===== src/rtl/ariane_pkg.sv =====
// Shared frontend types for the branch history table and its update sequencer.
package ariane_pkg;

   localparam int unsigned VLEN            = 64;
   localparam int unsigned INSTR_PER_FETCH = 2;

   // Counter value written into every column by a row clear (weakly taken).
   localparam logic [1:0] BHT_CTR_INIT = 2'b10;

   typedef struct packed {
      logic            valid;
      logic [VLEN-1:0] pc;
      logic            taken;
   } bht_update_t;

   typedef enum logic {FLUSH, RUN} bht_ctrl_state_e;

endpackage


===== src/rtl/bht_upd_queue.sv =====
// Multi-push, single-pop update FIFO. Valid ports are packed into consecutive slots.
module bht_upd_queue
   import ariane_pkg::*;
#(
   parameter int unsigned NR_REQ = 2,
   parameter int unsigned DEPTH  = 4
) (
   input  logic                         clk_i,
   input  logic                         rst_i,
   input  logic                         clear_i,
   input  logic                         push_i,
   input  logic [NR_REQ-1:0]            push_valid_i,
   input  bht_update_t [NR_REQ-1:0]     push_data_i,
   input  logic                         pop_i,
   output bht_update_t                  head_o,
   output logic [$clog2(DEPTH+1)-1:0]   count_o
);

   localparam int unsigned PtrW = $clog2(DEPTH);
   localparam int unsigned CntW = $clog2(DEPTH + 1);

   bht_update_t     mem_q [DEPTH];
   logic [PtrW-1:0] rd_ptr_q, wr_ptr_q;
   logic [CntW-1:0] count_q;
   logic [CntW-1:0] n_push;
   logic [PtrW-1:0] waddr [NR_REQ];

   // Each valid port lands after all lower-indexed valid ports.
   always_comb begin
      n_push = '0;
      for (int i = 0; i < int'(NR_REQ); i++) begin
         waddr[i] = wr_ptr_q + n_push[PtrW-1:0];
         n_push   = n_push + CntW'(push_valid_i[i]);
      end
   end

   always_ff @(posedge clk_i or posedge rst_i) begin
      if (rst_i) begin
         rd_ptr_q <= '0;
         wr_ptr_q <= '0;
         count_q  <= '0;
      end else if (clear_i) begin
         rd_ptr_q <= '0;
         wr_ptr_q <= '0;
         count_q  <= '0;
      end else begin
         if (pop_i) rd_ptr_q <= rd_ptr_q + 1'b1;
         if (push_i) wr_ptr_q <= wr_ptr_q + n_push[PtrW-1:0];
         count_q <= count_q - CntW'(pop_i) + (push_i ? n_push : '0);
      end
   end

   always_ff @(posedge clk_i) begin
      if (push_i && !clear_i) begin
         for (int i = 0; i < int'(NR_REQ); i++) begin
            if (push_valid_i[i]) mem_q[waddr[i]] <= push_data_i[i];
         end
      end
   end

   assign head_o  = mem_q[rd_ptr_q];
   assign count_o = count_q;

endmodule


===== src/rtl/bht_ctrl.sv =====
// BHT sequencer: row-by-row clear walk, update merge queue and global history register.
module bht_ctrl
   import ariane_pkg::*;
#(
   parameter int unsigned NR_ENTRIES  = 1024,
   parameter int unsigned NR_REQ      = 2,
   parameter int unsigned QUEUE_DEPTH = 4
) (
   input  logic                                            clk_i,
   input  logic                                            rst_i,
   input  logic                                            flush_i,
   input  logic                                            debug_mode_i,
   input  logic [NR_REQ-1:0]                               req_valid_i,
   input  bht_update_t [NR_REQ-1:0]                        req_update_i,
   output logic                                            req_ready_o,
   output bht_update_t                                     bht_update_o,
   output logic                                            clr_valid_o,
   output logic [$clog2(NR_ENTRIES/INSTR_PER_FETCH)-1:0]   clr_row_o,
   output logic [$clog2(NR_ENTRIES/INSTR_PER_FETCH)-1:0]   ghr_o,
   output logic                                            busy_o
);

   localparam int unsigned NrRows = NR_ENTRIES / INSTR_PER_FETCH;
   localparam int unsigned RW     = $clog2(NrRows);
   localparam int unsigned CntW   = $clog2(QUEUE_DEPTH + 1);
   localparam logic [RW-1:0] LastRow = RW'(NrRows - 1);

   bht_ctrl_state_e state_q;
   logic [RW-1:0]   row_q, ghr_q;
   bht_update_t     head;
   logic [CntW-1:0] count;
   logic            running, issue, push;

   assign running = (state_q == RUN);
   assign issue   = running && (count != '0);

   // Free slots include the slot vacated by this cycle's issue.
   assign req_ready_o = running &&
      ((int'(QUEUE_DEPTH) - int'(count) + int'(issue)) >= int'(NR_REQ));
   assign push = req_ready_o && (|req_valid_i) && !debug_mode_i;

   bht_upd_queue #(
      .NR_REQ (NR_REQ),
      .DEPTH  (QUEUE_DEPTH)
   ) u_queue (
      .clk_i        (clk_i),
      .rst_i        (rst_i),
      .clear_i      (flush_i),
      .push_i       (push),
      .push_valid_i (req_valid_i),
      .push_data_i  (req_update_i),
      .pop_i        (issue),
      .head_o       (head),
      .count_o      (count)
   );

   always_comb begin
      bht_update_o = '0;
      if (issue) begin
         bht_update_o       = head;
         bht_update_o.valid = 1'b1;
      end
   end

   always_ff @(posedge clk_i or posedge rst_i) begin
      if (rst_i) begin
         state_q <= FLUSH;
         row_q   <= '0;
         ghr_q   <= '0;
      end else begin
         unique case (state_q)
            FLUSH: begin
               ghr_q <= '0;
               if (flush_i) begin
                  row_q <= '0;
               end else if (row_q == LastRow) begin
                  row_q   <= '0;
                  state_q <= RUN;
               end else begin
                  row_q <= row_q + 1'b1;
               end
            end
            RUN: begin
               if (flush_i) begin
                  state_q <= FLUSH;
                  row_q   <= '0;
                  ghr_q   <= '0;
               end else if (issue) begin
                  ghr_q <= {ghr_q[RW-2:0], head.taken};
               end
            end
            default: state_q <= FLUSH;
         endcase
      end
   end

   assign clr_valid_o = !running;
   assign busy_o      = !running;
   assign clr_row_o   = row_q;
   assign ghr_o       = ghr_q;

endmodule


===== config.mk =====
export PLATFORM = sky130hd
export DESIGN_NAME = bht_ctrl
export DESIGN_NICKNAME = d
export VERILOG_FILES = /design/src/rtl/ariane_pkg.sv /design/src/rtl/bht_upd_queue.sv /design/src/rtl/bht_ctrl.sv
export SDC_FILE = /design/constraint.sdc
export NUM_CORES = 1
export LEC_CHECK = 0
export BUFFER_PORTS_ARGS = -buffer_cell sky130_fd_sc_hd__buf_4
export CORE_MARGIN = 2
export CORE_UTILIZATION = 25
export DETAILED_ROUTE_END_ITERATION = 10
export GPL_TIMING_DRIVEN = 0
export HOLD_SLACK_MARGIN = 0.02
export PLACE_DENSITY = 0.49
export SLEW_MARGIN = 20
export SYNTH_ARGS = -nofsm -noshare
export SYNTH_HDL_FRONTEND = slang
export SYNTH_HIERARCHICAL = 1
export SYNTH_SLANG_ARGS = --single-unit

===== constraint.sdc =====
create_clock -name clk_i -period 19.9 [get_ports clk_i]
set_input_delay 0 -clock clk_i [delete_from_list [all_inputs] [get_ports clk_i]]
set_output_delay 0 -clock clk_i [all_outputs]
set_load 0.03 [all_outputs]

==> flow_summary_export.csv <==
group,metric,value,unit
die,effective_utilization_at_floorplan,0.252,
drt,drt_iter0_markers,390,
sta,finalSetupTns,0,ns
synth,synth_fp_nets,1014,
drt,postRouteAntennaNets,0,
clock_network,clkSlewWorstSetupHoldPaths,0.05,ns
global_route,grt_pass1_vias,10400,
critical_path,crit_path_start_kind,"register",
power_and_ir_drop,seq_power_share,0.465,
clock_network,cts_tree,"yes",
die,die-height,245,um
power_and_ir_drop,worst_ir_drop_vdd,42.7,uV
clock_network,tritoncts_num_sinks,286,
sta,timing_worst_slew_pin_value,0.889,ns
sta,fin_worst_skew,0.0114,ns
sta,report.final.slew_viol_count,0,
die,io_pins,225,
synth,postSynthCellCount,863,
synth,synth_area,0.0145,mm2
clock_network,max-clock-path-buffers,3,
critical_path,ff2ff_path_depth,18,
critical_path,worstPathRequired,20.18,ns
global_route,antenna_found_initial,3,
critical_path,r2r_slack,13.98,ns
place,routabilityCongestion,0.717,
drt,route.detailed.vias_per_inst,4.38,
synth,synth.avg_cell_area,16.8,um2
die,design.die.area,0.0600,mm2
place,dp_hpwl,29.0,mm
critical_path,critical_path.max_fanout,14,
critical_path,path_cells,"inv_1, ha_1, ha_1, buf_2, nor2_1, clkbuf_1, ha_1, ha_1, and3b_2, a2bb2oi_1, a2111oi_0, buf_4, nand4b_1, nor2_1, buf_4, buf_4, mux2_1, dlygate4sd3_1",
power_and_ir_drop,p_switching,0.295,mW
place,io_buffers,222,
sta,timing.fmax,169,MHz
power_and_ir_drop,power.clock.fraction,0.466,
critical_path,worstPathArrival,6.20,ns
power_and_ir_drop,power_density,67.7,mW/mm2
run,max_cap_viol_count,0,
synth,synth_warnings,6,
hold_path,timing.hold.worst.class,"in -> async",
power_and_ir_drop,power.share.combinational,0.068,
sta,maxSlewHeadroom,0.401,
power_and_ir_drop,total_leakage_power,7.69,nW
clock_network,clock_tree.root_cell,"sky130_fd_sc_hd__clkbuf_16",
critical_path,crit-reg2reg-launch,"u_queue/count_o[0]$_DFF_PP0_",
power_and_ir_drop,internal-power,1.12,mW
drt,avgRoutedWirePerCell,20.0,um
power_and_ir_drop,swShare,0.209,
sta,fin_hold_ws,0.193,ns
global_route,grt_start_max_net_pins,20,
critical_path,worst_r2r_endpoint,"u_queue/mem_q[3][29]$_DFFE_PP_",
clock_network,clk-insertion-delay-late,0.54,ns
clock_network,post_cts.resized_instances,0,
drt,post-route-drc-count,0,
global_route,globalRouteTotalUtil,0.144,
finish,post_route_cells_drive_above_1_share,0.441,
run_status,status,"complete, no violations",
finish,area_growth,43.6,%
die,row_count,88,
clock_network,cts.htree.levels,2,
critical_path,critical-path-slowest-cell,"sky130_fd_sc_hd__clkbuf_1",
sta,period_share,0.297,
place,cell_area_after_placement,0.0176,mm2
drt,routed_wirelength,43.2,mm
drt,drt_pre_antenna_iters,5,
critical_path,worst_path_largest_cell_delay,0.67,ns
clock_network,cts_made_buffers,38,
critical_path,path_common_cell,"sky130_fd_sc_hd__ha_1",
critical_path,endpoint_kind,"register",
sta,setup_viol,0,
clock_network,postCtsSetupBuffers,0,
die,core_region_area,0.0576,mm2
finish,n_fill_cell,5566,
finish,final_area,0.0208,mm2
die,die-width,245,um
critical_path,crit_type,"reg -> reg",
drt,detailroute.via_count,9474,
sta,final-hold-violation-count,0,
sta,rsz0062_at_grt,"false",
sta,period_minus_slack,5.92,ns
global_route,final_global_route_overflow_total,0,
power_and_ir_drop,final_total_power,1.41,mW
finish,final_net_count,1520,
global_route,grt_first_pass_wirelength,64.9,mm
cell usage in the layout, fill, tap and decap left out, drive strengths merged, types with 4 or more instances in the layout:
cell           n
and2          66
xnor2          4
edfxtp       260
ha            12
nor2          23
clkinv        14
nand2         11
mux2         260
o21ai          7
dlygate4sd3  203
clkbuf        59
buf          312
dfrtp         26
mux4          65
nand3          5
mux2i         11
inv           14
through the flow:
step                cells  setup WS, ns   util
floorplan             863          9.96      -
global placement     1850         0.494  0.298
detailed placement   1891         13.87  0.306
CTS                  2160         13.82  0.362
global route         2162         13.47  0.362
finish               2163         13.98  0.362
sequential cells by signal (all words and copies together), names as in the netlist:
name and count:
u_queue/wr_ptr_q 2, clr_row_o 9, ghr_o 9, u_queue/count_o 3, running 1, u_queue/rd_ptr_q 2, u_queue/mem_q 260
repair_timing:
action	in CTS	in global routing
hold buffers	203	0
endpoints found under the hold margin	299	0
setup endpoints to repair	0	0
layer usage:
metal  vias up  global-route usage  share of wire
li1       4411                   -              -
met4         2              0.0362          0.019
met1      4795               0.186           0.44
met2       215               0.245           0.49
met3        51              0.0314          0.049
met5         -                   0        0.00030
power groups by stage:
stage               sequential (mW)  clock (mW)  combinational, mW
floorplan                     0.671           0             0.0252
global placement              0.669           0             0.0620
detailed placement            0.669           0             0.0633
CTS                           0.657       0.680             0.0960
global route                  0.657       0.703              0.105
finish                        0.657       0.659             0.0963
critical path, delay by kind of cell (launching register included):
family,cells,cell delay (ns)
buf+inv,7,2.32
compound gates,2,0.46
simple gates,4,1.25
flops,1,0.40
mux,1,0.34
fa+ha+maj,4,0.86
worst max-delay path by stage:
stage	startpoint	to	depth (start not counted)
floorplan	u_queue/count_o[0]$_DFF_PP0_	u_queue/mem_q[0][0]$_DFFE_PP_	14
global placement	u_queue/count_o[0]$_DFF_PP0_	u_queue/mem_q[2][38]$_DFFE_PP_	14
detailed placement	u_queue/count_o[0]$_DFF_PP0_	u_queue/mem_q[0][38]$_DFFE_PP_	21
CTS	u_queue/count_o[0]$_DFF_PP0_	u_queue/mem_q[0][38]$_DFFE_PP_	21
global route	u_queue/count_o[0]$_DFF_PP0_	u_queue/mem_q[3][29]$_DFFE_PP_	18
finish	u_queue/count_o[0]$_DFF_PP0_	u_queue/mem_q[3][29]$_DFFE_PP_	18
final cells by class:
class / count / area (um2) / share of cell area
clock buffer: 50 / 1060 / 0.0508
timing repair buffer: 466 / 4140 / 0.198
inverter: 14 / 52.6 / 0.00252
tap: 765 / 957 / 0.0459
sequential: 286 / 8460 / 0.406
multi-input combinational: 505 / 5670 / 0.272
buffer: 58 / 385 / 0.0185
clock inverter: 16 / 121 / 0.00582
antenna: 3 / 7.51 / 0.000360
(Power assumes the default switching activity.)
